<file path="src/rtl/pwm_fade_sequencer_pkg.sv">
// Shared types and helpers for the breathing-light LED controller.
// Holds the state encoding and the saturating duty arithmetic.
package pwm_fade_sequencer_pkg;

  typedef enum logic [2:0] {
    S_IDLE    = 3'd0,
    S_UP      = 3'd1,
    S_HOLD_HI = 3'd2,
    S_DOWN    = 3'd3,
    S_HOLD_LO = 3'd4
  } state_t;

  localparam logic [7:0] DUTY_MAX = 8'd255;

  function automatic logic [7:0] duty_up(
    input logic [7:0] d,
    input logic [7:0] s
  );
    logic [8:0] sum;
    sum = {1'b0, d} + {1'b0, s};
    return (sum > {1'b0, DUTY_MAX}) ? DUTY_MAX : sum[7:0];
  endfunction

  function automatic logic [7:0] duty_dn(
    input logic [7:0] d,
    input logic [7:0] s
  );
    logic [8:0] dif;
    dif = {1'b0, d} - {1'b0, s};
    return dif[8] ? 8'd0 : dif[7:0];
  endfunction

endpackage

</file>
<file path="src/rtl/pwm_fade_sequencer_pwm_core.sv">
// PWM period counter and duty comparator with a registered output.
// The counter idles at zero while disabled so each run starts phase-aligned.
module pwm_core
  import pwm_fade_sequencer_pkg::*;
#(
  parameter int PERIOD = 256,
  parameter int DIV    = 1
) (
  input  logic       clk,
  input  logic       rst_n,
  input  logic       enable,
  input  logic [7:0] duty,
  output logic       pwm,
  output logic       boundary
);

  localparam int CW = (PERIOD > 1) ? $clog2(PERIOD) : 1;
  localparam int TW = CW + 1;
  localparam logic [CW-1:0] LAST = CW'(PERIOD - 1);

  logic [CW-1:0] cnt;
  logic [TW-1:0] thr;

  // 255*DIV < PERIOD, so the product always fits in TW bits
  assign thr      = TW'(duty) * TW'(DIV);
  assign boundary = enable && (cnt == LAST);

  always_ff @(posedge clk or negedge rst_n) begin
    if (!rst_n) begin
      cnt <= '0;
      pwm <= 1'b0;
    end else if (!enable) begin
      cnt <= '0;
      pwm <= 1'b0;
    end else begin
      pwm <= ({1'b0, cnt} < thr);
      cnt <= boundary ? '0 : cnt + CW'(1);
    end
  end

endmodule

</file>
<file path="src/rtl/pwm_fade_sequencer.sv">
// Breathing-light sequencer: ramps PWM duty up, holds, ramps down, holds.
// Drives the LED bank in unison or as a rotating single-LED chase.
module pwm_fade_sequencer
  import pwm_fade_sequencer_pkg::*;
#(
  parameter int CLK_FREQ     = 25_000_000,
  parameter int PWM_FREQ     = 50,
  parameter int STEP         = 4,
  parameter int HOLD_PERIODS = 25
) (
  input  logic       clk,
  input  logic       rst_n,
  input  logic       start,
  input  logic       stop,
  input  logic       mode,
  output logic [7:0] leds,
  output logic       busy,
  output logic [7:0] duty,
  output logic       cycle_done
);

  localparam int PWM_PERIOD = CLK_FREQ / PWM_FREQ;
  localparam int DIV        = PWM_PERIOD / 256;
  localparam int HW         = $clog2(HOLD_PERIODS + 1);
  localparam logic [7:0]    STEP_V    = 8'(STEP);
  localparam logic [HW-1:0] HOLD_LAST = HW'(HOLD_PERIODS - 1);

  state_t        state, state_d;
  logic [7:0]    duty_d;
  logic [2:0]    idx, idx_d;
  logic [HW-1:0] hold, hold_d;
  logic          mode_q, mode_d;
  logic          pend, pend_d;
  logic          done_d;
  logic          stop_now;
  logic          pwm;
  logic          boundary;

  pwm_core #(
    .PERIOD(PWM_PERIOD),
    .DIV   (DIV)
  ) u_pwm (
    .clk     (clk),
    .rst_n   (rst_n),
    .enable  (busy),
    .duty    (duty),
    .pwm     (pwm),
    .boundary(boundary)
  );

  assign busy = (state != S_IDLE);
  assign leds = mode_q ? ({7'b0, pwm} << idx) : {8{pwm}};

  always_ff @(posedge clk or negedge rst_n) begin
    if (!rst_n) begin
      state      <= S_IDLE;
      duty       <= '0;
      idx        <= '0;
      hold       <= '0;
      mode_q     <= 1'b0;
      pend       <= 1'b0;
      cycle_done <= 1'b0;
    end else begin
      state      <= state_d;
      duty       <= duty_d;
      idx        <= idx_d;
      hold       <= hold_d;
      mode_q     <= mode_d;
      pend       <= pend_d;
      cycle_done <= done_d;
    end
  end

  always_comb begin
    state_d  = state;
    duty_d   = duty;
    idx_d    = idx;
    hold_d   = hold;
    mode_d   = mode_q;
    pend_d   = pend;
    done_d   = 1'b0;
    stop_now = stop || pend;
    if (state == S_IDLE) begin
      if (start && !stop) begin
        state_d = S_UP;
        duty_d  = '0;
        idx_d   = '0;
        hold_d  = '0;
        mode_d  = mode;
      end
    end else begin
      if (stop) pend_d = 1'b1;
      // a pending stop beats any phase transition at the boundary
      if (boundary && stop_now) begin
        state_d = S_IDLE;
        duty_d  = '0;
        hold_d  = '0;
        pend_d  = 1'b0;
      end else if (boundary) begin
        unique case (state)
          S_UP: begin
            duty_d = duty_up(duty, STEP_V);
            if (duty_d == DUTY_MAX) begin
              state_d = S_HOLD_HI;
              hold_d  = '0;
            end
          end
          S_HOLD_HI: begin
            if (hold == HOLD_LAST) begin
              state_d = S_DOWN;
              hold_d  = '0;
            end else begin
              hold_d = hold + HW'(1);
            end
          end
          S_DOWN: begin
            duty_d = duty_dn(duty, STEP_V);
            if (duty_d == 8'd0) begin
              state_d = S_HOLD_LO;
              hold_d  = '0;
            end
          end
          S_HOLD_LO: begin
            if (hold == HOLD_LAST) begin
              state_d = S_UP;
              hold_d  = '0;
              idx_d   = idx + 3'd1;
              done_d  = 1'b1;
            end else begin
              hold_d = hold + HW'(1);
            end
          end
          default: state_d = S_IDLE;
        endcase
      end
    end
  end

endmodule

</file>
<file path="config.mk">
export PLATFORM = sky130hd
export DESIGN_NAME = pwm_fade_sequencer
export DESIGN_NICKNAME = d
export VERILOG_FILES = /design/src/rtl/pwm_fade_sequencer_pkg.sv /design/src/rtl/pwm_fade_sequencer_pwm_core.sv /design/src/rtl/pwm_fade_sequencer.sv
export SDC_FILE = /design/constraint.sdc
export NUM_CORES = 1
export LEC_CHECK = 0
export BUFFER_PORTS_ARGS = -buffer_cell sky130_fd_sc_hd__buf_2
export CAP_MARGIN = 20
export CORE_MARGIN = 5
export CORE_UTILIZATION = 63
export DETAILED_ROUTE_END_ITERATION = 8
export MAX_ROUTING_LAYER = met4
export PLACE_DENSITY = 0.82
export SLEW_MARGIN = 5
export SYNTH_ARGS = -nofsm -noshare
export SYNTH_HDL_FRONTEND = slang
export SYNTH_SLANG_ARGS = --single-unit
</file>
<file path="constraint.sdc">
create_clock -name clk -period 8.4 [get_ports clk]
set_input_delay 1.68 -clock clk [delete_from_list [all_inputs] [get_ports clk]]
set_output_delay 1.68 -clock clk [all_outputs]
set_load 0.1 [all_outputs]
</file>
# Word level (Yosys, flattened, before mapping)
# Index checks and enable logic that the tools add are counted.
[totals]
ff_bits = 42
latch_bits = 0
ramBits = 0
mem_bits_ro = 0
inputBits = 5
out_inout_bits = 18
word_cells = 95
n_memories = 0
[classes]
addsub = 5
multipliers = 1
div_mod_pow = 0
n_lt_le_gt_ge = 2
n_eq_ne = 13
shift = 1
muxes = 41
n_bitwise = 1
n_reduce_logical = 22
[ops]
columns = ["cell", "n"]
rows = [
  ["two-way mux 8 bit", 7],
  ["two-way mux 3 bit", 14],
  ["two-way mux 19 bit", 2],
  ["two-way mux 5 bit", 7],
  ["adder 19 x 1 -> 19 bit, second input constant", 1],
  ["== test 19 bit, second input constant", 1],
  ["< comparator 19 bit", 1],
  ["multiplier 8 x 11 -> 19 bit, second input constant", 1],
  ["inequality test 4 bit, second input constant", 4],
  ["case mux 8 bit (2 select lines)", 1],
  ["case mux 5 bit (3 select lines)", 1],
  ["case mux 3 bit (4 select lines)", 1],
  ["AND reduction 5 bit", 2],
  ["adder 8 x 3 -> 9 bit, second input constant", 1],
  ["> comparator 9 x 8 -> 1 bit, second input constant", 1],
  ["subtractor 8 x 3 -> 9 bit, second input constant", 1],
  ["== test 8 bit, second input constant", 1],
  ["logical NOT 8 bit", 1],
  ["two-way mux 1 bit", 8],
  ["nonzero test 2 bit", 4],
  ["left shift 1 x 3 -> 8 bit", 1],
  ["== test 3 x 2 -> 1 bit, second input constant", 2],
  ["AND reduction 6 bit", 1],
  ["nonzero test 3 bit", 2],
  ["17 further kinds", 20],
]

# Depth between registers and ports, before layout
[depth]
ltp_word = 9
mapped_depth = 20
depth_no_buf = 20

# By module
# A second synthesis with hierarchy kept.
[unflattened]
cells_unflattened = 482
area_unflattened_um2 = 4398.0
[by_module_without_submodules]
columns = ["mod", "n_inst", "cells_each", "area_per_inst_um2"]
rows = [
  ["pwm_core", 1, 289, 2702.6],
  ["pwm_fade_sequencer", 1, 193, 1695.4],
]

# Worst setup path before layout
# No wires, ideal clock.
[synth_timing]
path_kind = "register to register"
startpoint = "reg duty[5]"
endpoint = "reg u_pwm.pwm"
t_arrival_ps = 5497
t_required_ps = 8322
slack_ps = 2826
stages_incl_launch_ff = 19
n_path_buf = 0
period_less_slack_ps = 5574
cell_sequence = "dfrtp_1 -> inv_1 -> ha_1 -> inv_1 -> fa_1 -> inv_1 -> fa_1 -> ha_1 -> ha_1 -> or3_1 -> a31o_2 -> a31o_2 -> a21oi_1 -> xnor2_1 -> ha_1 -> and3_1 -> a2111oi_0 -> o211ai_1 -> a21oi_1"
[synth_between]
elab_chain_len = 3
[synth_rtl]
columns = ["element", "line_no", "text"]
rows = [
  ["start: declaration", "pwm_fade_sequencer.sv:18", "output logic [7:0] duty,"],
  ["start signal: assignment", "pwm_fade_sequencer.sv:65", "duty <= duty_d;"],
  ["multiplier 8 x 11 -> 19 bit", "pwm_fade_sequencer_pwm_core.sv:25", "assign thr = TW'(duty) * TW'(DIV);"],
  ["< comparator 19 bit", "pwm_fade_sequencer_pwm_core.sv:36", "pwm <= ({1'b0, cnt} < thr);"],
  ["two-way mux 1 bit", "pwm_fade_sequencer_pwm_core.sv:32", "end else if (!enable) begin"],
  ["end signal: assignment", "pwm_fade_sequencer_pwm_core.sv:36", ""],
  ["end: declaration", "pwm_fade_sequencer_pwm_core.sv:13", "output logic pwm,"],
]
# No other way between the ends.
# A chain may end at the register's enable or synchronous reset.

# Final worst setup path
[layout_timing]
startpoint = "reg duty[4]"
endpoint = "reg u_pwm.pwm"
# The elaborated chain is that of the path after synthesis.

==> results by group <==
Timing
  • Final TNS setup: 0 ns
  • Post-layout min period: 5.26 ns
  • Setup violations, final: 0
  • Clock Skew: 0.0129 ns
  • Worst slew pin tran: 0.960 ns
  • Final Hold Vio Count: 0
  • Setup ws final: 3.14 ns
  • Max-slew headroom: 0.360
  • RSZ-0062 raised after global routing: no
  • Hold Slack: 0.511 ns
  • Fmax achieved: 190 MHz
  • Tcrit/Tclk final: 0.627
  • Slew Viols, Final: 0

Logic synthesis
  • Synthesized area per cell: 8.88 µm²
  • Most used DFF post-synth: dfrtp_1
  • Synth Area in Adders: 0.279
  • Mapped Area: 4380 µm²
  • EDFF count, synth: 0
  • Post-synthesis cell type count: 60
  • Compound-gate portion of the synthesized area: 0.143
  • Mux cell area share after synthesis: 0.0194
  • Post-synthesis cell count: 493
  • Largest family of logic cells by synthesized area: adder cells
  • Syn Nets: 586
  • Post-synth ARST share: 1.00
  • Seq cells post-synth: 42
  • Post-Synth XOR/XNOR Area: 0.0680
  • Yosys warns: 0
  • Post-synthesis sequential area ratio: 0.240
  • Synth Area in Simple Gates: 0.195

Routing
  • DRC errors left: 0
  • Iteration-0 DRC Markers: 242
  • Vias per cell: 5.92
  • First-pass iteration count of the detailed router: 5
  • Post-DRT Antenna Nets: 0
  • Routed len/inst: 15.8 µm
  • Vias: 3621
  • Drt total wl: 9.68 mm

CTS
  • CTS tree: built
  • Buffer type at the clock tree root: clkbuf_8
  • CTS Buf Count: 5
  • Cts hold-fix bufs: 0
  • Clock Path Buffers: 2
  • CTS sink count: 42
  • Post-CTS setup buffer count: 0
  • Clock transition at the registers of the reported paths: 0.10 ns
  • CTS H-tree depth: 2
  • Clock latency on the worst-skew pair: 0.31 ns
  • CTS resizes: 0

Global route
  • Gr usage total: 0.241
  • Vias in the first global route: 3524
  • First-pass GRT wire length: 16.5 mm
  • Largest net degree at the start of global routing: 43
  • Remaining global-route overflow: 0
  • Initial antenna violation count: 0

Die
  • Die Y: 93.4 µm
  • Die ar.: 8720 µm²
  • Core area: 6790 µm²
  • I/O Pins: 23
  • Overall die width: 93.4 µm
  • Starting Density: 0.644
  • Site Rows: 30

Placed design
  • Area after DPL: 4590 µm²
  • Placed cell count: 604
  • I/O Buffers: 22
  • RePlAce Congestion: 0.926
  • Pre-CTS WS: 3.16 ns
  • Post-DP HPWL: 7.61 mm

Setup path
  • Crit start category: register
  • Max Fanout on Critical Path: 12
  • Cell Chain, Critical Path: fa_1 -> ha_1 -> inv_1 -> fa_1 -> fa_1 -> inv_1 -> ha_1 -> o21ai_0 -> nand2b_1 -> a31o_2 -> a31o_2 -> a21oi_1 -> xnor2_1 -> ha_1 -> and3_1 -> a2111oi_0 -> o211ai_1 -> a21oi_1
  • Slowest stage delay, CP: 0.64 ns
  • Max stage delay cell, worst path: dfrtp_1
  • Crit path kind: reg2reg
  • Worst EP required: 8.64 ns
  • Setup crit end kind: register
  • Critical Path AT: 5.50 ns

Layout
  • Commonest cells after routing, fill and taps aside: 72 x ha_1, 56 x inv_1, 42 x nor2_1, 42 x dfrtp_1, 26 x nand2_1
  • Fin util: 0.692
  • P&R area growth vs syn: 7.37%
  • Antenna diodes: 0
  • Layout cell share with drive strength beyond 1: 0.0891
  • Post-route cell area: 4700 µm²
  • Layout Cells excl Fill: 612
  • Number of fill cells: 512
  • Nets: 608
  • Most common cell after layout, fill and taps aside: ha_1

Power
  • Worst IR drop on VDD: 79.9 µV
  • Power density over the cells: 117 nW/µm²
  • Total power: 550 µW
  • Leakage power: 2.29 nW

Flow run
  • Max Cap Viol: 0

Status
  • Outcome: complete, no violations

Worst hold path
  • Hold WC Path Type: reg2reg
cell usage after synthesis (2+ instances only):
cell / n / area share
nor2_1: 42 / 0.036
nand4_1: 8 / 0.011
and3_1: 6 / 0.0086
fa_1: 16 / 0.073
o211ai_1: 4 / 0.0069
and2_1: 6 / 0.0086
a41oi_1: 2 / 0.0040
a31o_2: 3 / 0.0060
mux2_2: 3 / 0.0077
nor3_1: 14 / 0.016
o21ai_1: 3 / 0.0034
a211oi_1: 4 / 0.0069
xnor2_1: 14 / 0.028
or2_2: 3 / 0.0043
nor2b_1: 6 / 0.0086
a31oi_1: 5 / 0.0071
o31ai_1: 4 / 0.0069
and4_1: 4 / 0.0080
clkbuf_1: 8 / 0.0069
inv_1: 56 / 0.048
xor2_1: 20 / 0.040
nor4_1: 3 / 0.0043
o2111ai_1: 2 / 0.0040
dfrtp_1: 42 / 0.24
nand2b_1: 5 / 0.0071
nor3b_1: 2 / 0.0034
nand2_1: 26 / 0.022
a21o_1: 5 / 0.0086
ha_1: 72 / 0.21
or3_1: 7 / 0.010
nand3b_1: 5 / 0.0086
o21ai_0: 21 / 0.024
nand3_1: 15 / 0.017
a22oi_1: 2 / 0.0034
a21boi_0: 7 / 0.012
mux2i_1: 4 / 0.0091
a21oi_1: 21 / 0.024
sequential cells by signal, summed over array words and instances, names as in the netlist:
name        flops
cycle_done      1
duty            8
hold            5
idx             3
mode_q          1
pend            1
state           3
u_pwm.cnt      19
u_pwm.pwm       1
logic make-up after synthesis:
| kind of cell | after synthesis |
|---|---|
| xor+xnor | 34 |
| compound gates | 95 |
| mux | 8 |
| buf+inv | 65 |
| flops | 42 |
| fa+ha+maj | 88 |
| simple gates | 161 |
power by group:
group | leakage [nW] | internal, mW | total, mW | switching (mW)
Clock | 0.0585 | 0.0893 | 0.171 | 0.0814
Combinational | 1.70 | 0.0694 | 0.171 | 0.102
Sequential | 0.527 | 0.204 | 0.208 | 0.00466
Total | 2.29 | 0.362 | 0.550 | 0.188
area by class of cell:
type,count,area [µm²],area share
multi-input cells,386,3080,0.656
flip-flops and latches,42,1050,0.224
inverters,56,210,0.0447
repair buffers,24,125,0.0266
well taps,96,120,0.0256
clock buffers,5,68.8,0.0146
clock inverters,3,43.8,0.00932
path summary, 6_finish.rpt:
| kind | start | depth (start not counted) | endpoint | slack, ns |
|---|---|---|---|---|
| worst max-delay path | duty[4] | 18 | u_pwm.pwm | 3.14 |
| worst min-delay path | u_pwm.cnt[0] | 1 | u_pwm.cnt[0] | 0.51 |
| worst max register to register | duty[4] | 18 | u_pwm.pwm | 3.14 |
| worst min register to register | u_pwm.cnt[0] | 1 | u_pwm.cnt[0] | 0.51 |
| max in group asynchronous | rst_n | 1 | u_pwm.cnt[15] | 6.28 |
| min in group asynchronous | rst_n | 1 | duty[3] | 1.51 |
layer usage:
layer	track usage	wire, µm	part of all wire
met3	0.0394	390	0.040
met1	0.309	4330	0.45
met5	-	0	0
met2	0.397	4780	0.49
met4	0.0659	181	0.019
worst max-delay path: cells and delay by family (launching register included):
kind / cells / cell delay [ns]
AO/OA/AOI/OAI: 7 / 1.52
buffers and inverters: 2 / 0.10
flip-flops: 1 / 0.64
AND/OR/NAND/NOR: 2 / 0.31
XOR/XNOR: 1 / 0.14
adder cells (fa/ha/maj): 6 / 2.45
No activity file was read; power rests on OpenSTA's default activity.
